<file path="src/rtl/uart_tx_datapath_if.sv">
// Signal bundle between the UART TX control FSM side and the TX datapath.
interface uart_tx_datapath_if #(
  parameter int DATA_WIDTH = 8
);
  logic [DATA_WIDTH-1:0] P_DATA;
  logic                  Data_Valid;
  logic                  PAR_TYP;
  logic                  ser_en;
  logic [2:0]            mux_sel;
  logic                  ser_done;
  logic                  TX_OUT;

  modport master (
    output P_DATA, Data_Valid, PAR_TYP, ser_en, mux_sel,
    input  ser_done, TX_OUT
  );

  modport slave (
    input  P_DATA, Data_Valid, PAR_TYP, ser_en, mux_sel,
    output ser_done, TX_OUT
  );
endinterface

</file>
<file path="src/rtl/uart_tx_datapath.sv">
// UART TX datapath: byte capture, parity, LSB-first serializer and registered line mux.
module uart_tx_datapath #(
  parameter int DATA_WIDTH = 8
) (
  input logic               CLK,
  input logic               RST,
  uart_tx_datapath_if.slave bus
);

  localparam int CNT_W = $clog2(DATA_WIDTH);
  localparam logic [CNT_W-1:0] CNT_LAST = CNT_W'(DATA_WIDTH - 1);

  typedef enum logic [2:0] {
    SEL_IDLE  = 3'b000,
    SEL_STOP  = 3'b001,
    SEL_DATA  = 3'b010,
    SEL_PAR   = 3'b011,
    SEL_START = 3'b111
  } sel_e;

  logic [DATA_WIDTH-1:0] shift_reg;
  logic [CNT_W-1:0]      bit_cnt;
  logic                  data_par_q;
  logic                  par_typ_q;
  logic                  par_bit;
  logic                  load;
  logic                  sel_bit;
  logic                  tx_q;

  assign load = bus.Data_Valid && (bus.mux_sel == SEL_IDLE) && !bus.ser_en;

  // Data parity and parity type are latched separately; their XOR equals ^P_DATA ^ PAR_TYP.
  assign par_bit = data_par_q ^ par_typ_q;

  always_ff @(posedge CLK or negedge RST) begin
    if (!RST) begin
      shift_reg  <= '0;
      data_par_q <= 1'b0;
      par_typ_q  <= 1'b0;
    end else if (load) begin
      shift_reg  <= bus.P_DATA;
      data_par_q <= ^bus.P_DATA;
      par_typ_q  <= bus.PAR_TYP;
    end else if (bus.ser_en) begin
      shift_reg  <= shift_reg >> 1;
    end
  end

  always_ff @(posedge CLK or negedge RST) begin
    if (!RST) begin
      bit_cnt <= '0;
    end else if (bus.ser_en && (bit_cnt != CNT_LAST)) begin
      bit_cnt <= bit_cnt + 1'b1;
    end else begin
      bit_cnt <= '0;
    end
  end

  assign bus.ser_done = (bit_cnt == CNT_LAST);

  always_comb begin
    sel_bit = 1'b1;
    case (bus.mux_sel)
      SEL_IDLE:  sel_bit = 1'b1;
      SEL_START: sel_bit = 1'b0;
      SEL_DATA:  sel_bit = shift_reg[0];
      SEL_PAR:   sel_bit = par_bit;
      SEL_STOP:  sel_bit = 1'b1;
      default:   sel_bit = 1'b1;
    endcase
  end

  // Registered so the line stays aligned with the FSM's registered busy.
  always_ff @(posedge CLK or negedge RST) begin
    if (!RST) begin
      tx_q <= 1'b1;
    end else begin
      tx_q <= sel_bit;
    end
  end

  assign bus.TX_OUT = tx_q;

endmodule

</file>
<file path="src/flat_wrapper.sv">
// flat-port wrapper written by rule: the top's interface ports become plain ports
module uart_tx_datapath_flat 
#(
  parameter int DATA_WIDTH = 8
)
  (CLK, RST, bus_P_DATA, bus_Data_Valid, bus_PAR_TYP, bus_ser_en, bus_mux_sel, bus_ser_done, bus_TX_OUT);
  uart_tx_datapath_if #(.DATA_WIDTH(DATA_WIDTH)) bus_i ();
  input logic CLK;
  input logic RST;
  input wire logic [$bits(bus_i.P_DATA)-1:0] bus_P_DATA;
  input wire logic [$bits(bus_i.Data_Valid)-1:0] bus_Data_Valid;
  input wire logic [$bits(bus_i.PAR_TYP)-1:0] bus_PAR_TYP;
  input wire logic [$bits(bus_i.ser_en)-1:0] bus_ser_en;
  input wire logic [$bits(bus_i.mux_sel)-1:0] bus_mux_sel;
  output wire logic [$bits(bus_i.ser_done)-1:0] bus_ser_done;
  output wire logic [$bits(bus_i.TX_OUT)-1:0] bus_TX_OUT;
  assign bus_i.P_DATA = bus_P_DATA;
  assign bus_i.Data_Valid = bus_Data_Valid;
  assign bus_i.PAR_TYP = bus_PAR_TYP;
  assign bus_i.ser_en = bus_ser_en;
  assign bus_i.mux_sel = bus_mux_sel;
  assign bus_ser_done = bus_i.ser_done;
  assign bus_TX_OUT = bus_i.TX_OUT;
  uart_tx_datapath #(.DATA_WIDTH(DATA_WIDTH)) u_core (.CLK(CLK), .RST(RST), .bus(bus_i));
endmodule
</file>
<file path="config.mk">
export PLATFORM = sky130hd
export DESIGN_NAME = uart_tx_datapath_flat
export DESIGN_NICKNAME = d
export VERILOG_FILES = /design/src/rtl/uart_tx_datapath_if.sv /design/src/rtl/uart_tx_datapath.sv /design/src/flat_wrapper.sv
export SDC_FILE = /design/constraint.sdc
export NUM_CORES = 1
export LEC_CHECK = 0
export CORE_MARGIN = 2
export CORE_UTILIZATION = 46
export DETAILED_ROUTE_END_ITERATION = 10
export PLACE_DENSITY = 0.77
export SLEW_MARGIN = 40
export SYNTH_ARGS = -nofsm -noshare
export SYNTH_HDL_FRONTEND = slang
export SYNTH_SLANG_ARGS = --single-unit
</file>
<file path="constraint.sdc">
create_clock -name CLK -period 1.4 [get_ports CLK]
set_input_delay 0.35 -clock CLK [delete_from_list [all_inputs] [get_ports CLK]]
set_output_delay 0.35 -clock CLK [all_outputs]
set_load 0.01 [all_outputs]
</file>
==> metrics.txt <==
maximum operating frequency 0.682 GHz; worst-skew pair later-pin latency between 200 and 300 ps; most area-hungry cell type in the Yosys netlist dfrtp_1; failing checks setup timing; Sw Ratio between 20 and 25%; drt initial violations 7; max reg flops 8; RSZ-0062 raised after global routing yes; crit path from u_core.bit_cnt[0]; Ports 18; vias in the first global route around 530; Final period util 105%; Final Max Slew Viols 0; final WL ~1400 um; H-tree depth 1; Initial Util 47.6%; clock power share between 20% and 30%; DRC viols 0; row count 14; startpoint types flop; sequential fraction of the synthesis area 50.2%; Slew @ Worst Pin between 200 and 300 ps; Static Leak around 0.46 nW; share of power burned in registers between 40% and 50%; final setup margin -65.7 ps; Combinational Power Share 23.1%; CP Max Fanout 2; maximum vdd drop roughly 760 uV; Cell Int Power roughly 0.75 mW; Cells after DPL 103; post-synthesis instance area 701 um^2; largest net degree at the start of global routing 19; Ant. Diodes 0; Die Area 1850 um^2; Post-DRT Antenna Nets 0; Period minus WS final between 1000 and 1500 ps; clock slew at reported path FFs roughly 80 ps; Max Cap Violations 0; vias per cell ~5.0; share of layout cells above drive strength 1 between 20% and 30%; gr usage total about 17%; initial antenna violation count 0; final hold vios 0; sw power roughly 0.24 mW; total number of yosys warnings 0; CTS buffer count 3; Clock Skew about 5.5 ps; Non-Filler Instances between 100 and 150; TritonCTS clock tree built; critical path capture point type primary output; Tot Pwr 0.990 mW; via count 540; Fin Hold WS 286 ps; length of the first detailed-routing pass in iterations 5; post-synth cell types 19; die height around 43 um; Max clock buf depth 2; PwrDens 952 nW/um^2; Worst R2R Start u_core.bit_cnt[0]; worst path arrival time 1120 ps; NumNets Final 112; fin util around 71%; CTS sink cnt 14; Synth Net Count 79; max_slew headroom approximately 80%; FF+latch count, synth 14; Cells after Synth around 60; post-synth top area share around 46%; Area Growth Syn to Fin 48.4%; root buf cell clkbuf_4; status complete, but fails checks; final setup vio count 1; Worst Path Required around 1100 ps; critical path class reg -> out; HP Class in -> async; DIE WIDTH 43.0 um; routed length per instance about 13 um; Mapped Avg Cell Area around 11 um^2; port buffer count 17; core area about 1500 um^2; grt ovf 0; GP Congestion around 0.75; first-pass GRT wire length between 2000 and 2500 um; dpl ws -439 ps; synth top area cells dfrtp_1, mux2i_1, xnor2_1; dpl hpwl around 1100 um
[power groups by stage]
stage          Sequential [mW]  Clock [mW]  Combinational, mW
2_1_floorplan            0.484           0              0.118
3_3_place_gp             0.486           0              0.219
3_5_place_dp             0.488           0              0.228
4_1_cts                  0.481       0.301              0.234
5_1_grt                  0.487       0.306              0.256
6_report                 0.481       0.280              0.229
[layer usage]
layer / up-vias / wire [um] / GRT usage [%]
li1: 273 / - / -
met1: 251 / 569 / 19.9
met2: 14 / 724 / 29.4
met3: 2 / 79 / 3.83
met4: 0 / 9 / 7.27
met5: - / 0 / 0
[synthesized netlist by cell type]
cell type / count
mux2_4: 1
mux2i_1: 8
ha_1: 2
dfrtp_1: 13
o21ai_1: 7
buf_6: 1
buf_1: 1
a21oi_1: 1
o21ai_0: 1
nor4b_2: 1
nand2_1: 8
nor3b_1: 1
dfstp_2: 1
o31ai_1: 1
and3b_1: 2
clkbuf_1: 1
xnor2_1: 8
and2b_4: 1
nor2_1: 2
[worst max-delay path: stages, from the launching register on]
cell     delay (ps)
dfrtp_1         390
ha_2            190
ha_4            160
buf_6           110
[worst paths after layout]
check | endpoint | slack (ps) | depth (start not counted)
setup / recovery | bus_ser_done | -70 | 3
hold / removal | u_core.par_typ_q | 290 | 1
setup reg to reg | u_core.bit_cnt[0] | 270 | 4
hold reg to reg | u_core.shift_reg[1] | 490 | 2
max in group asynchronous | u_core.shift_reg[6] | 710 | 2
min in group CLK | u_core.bus.TX_OUT | 400 | 2
[cell families after synthesis]
kind of cell / share of synthesized area (%)
adder cells (fa/ha/maj): 3.57
flip-flops: 50.2
buffers and inverters: 2.68
XOR/XNOR: 10.0
AND/OR/NAND/NOR: 12.5
AO/OA/AOI/OAI: 7.50
multiplexers: 13.6
[repair_timing]
item,4_1_cts,5_1_grt
buffers inserted,2,0
resized for setup,15,3
hold buffers,0,0
pin swaps,2,1
endpoints found under the setup margin,11,7
[per-stage QoR]
stage               cell area (um^2)  TNS, ps
floorplan                        701        0
global placement                 962    -3350
detailed placement               962    -4190
CTS                             1040    -94.5
global route                    1040     -109
finish                          1040    -65.7
[cells in the final DEF (no fill, tap or decap)]
cell type	instances
buf_4	13
dfrtp_1	13
clkdlybuf4s50_1	11
xnor2_1	8
nand2_1	8
mux2i_1	7
o21ai_1	7
clkbuf_4	3
dlygate4sd2_1	3
and3b_1	2
nor2_1	2
buf_6	2
o21ai_0	1
o31ai_1	1
nor3b_1	1
nor4b_4	1
and2b_4	1
mux2_4	1
a21oi_1	1
mux2i_2	1
ha_2	1
ha_4	1
clkbuf_8	1
dlymetal6s2s_1	1
clkbuf_2	1
dfstp_2	1
[cell type report]
type / instances / area, um^2
sequential: 14 / 352
timing repair buffer: 31 / 274
clock buffer: 4 / 36.3
tap: 16 / 20.0
multi-input combinational: 44 / 358
fill: 112 / 432
Note: power is estimated with default switching activity, not from simulation.
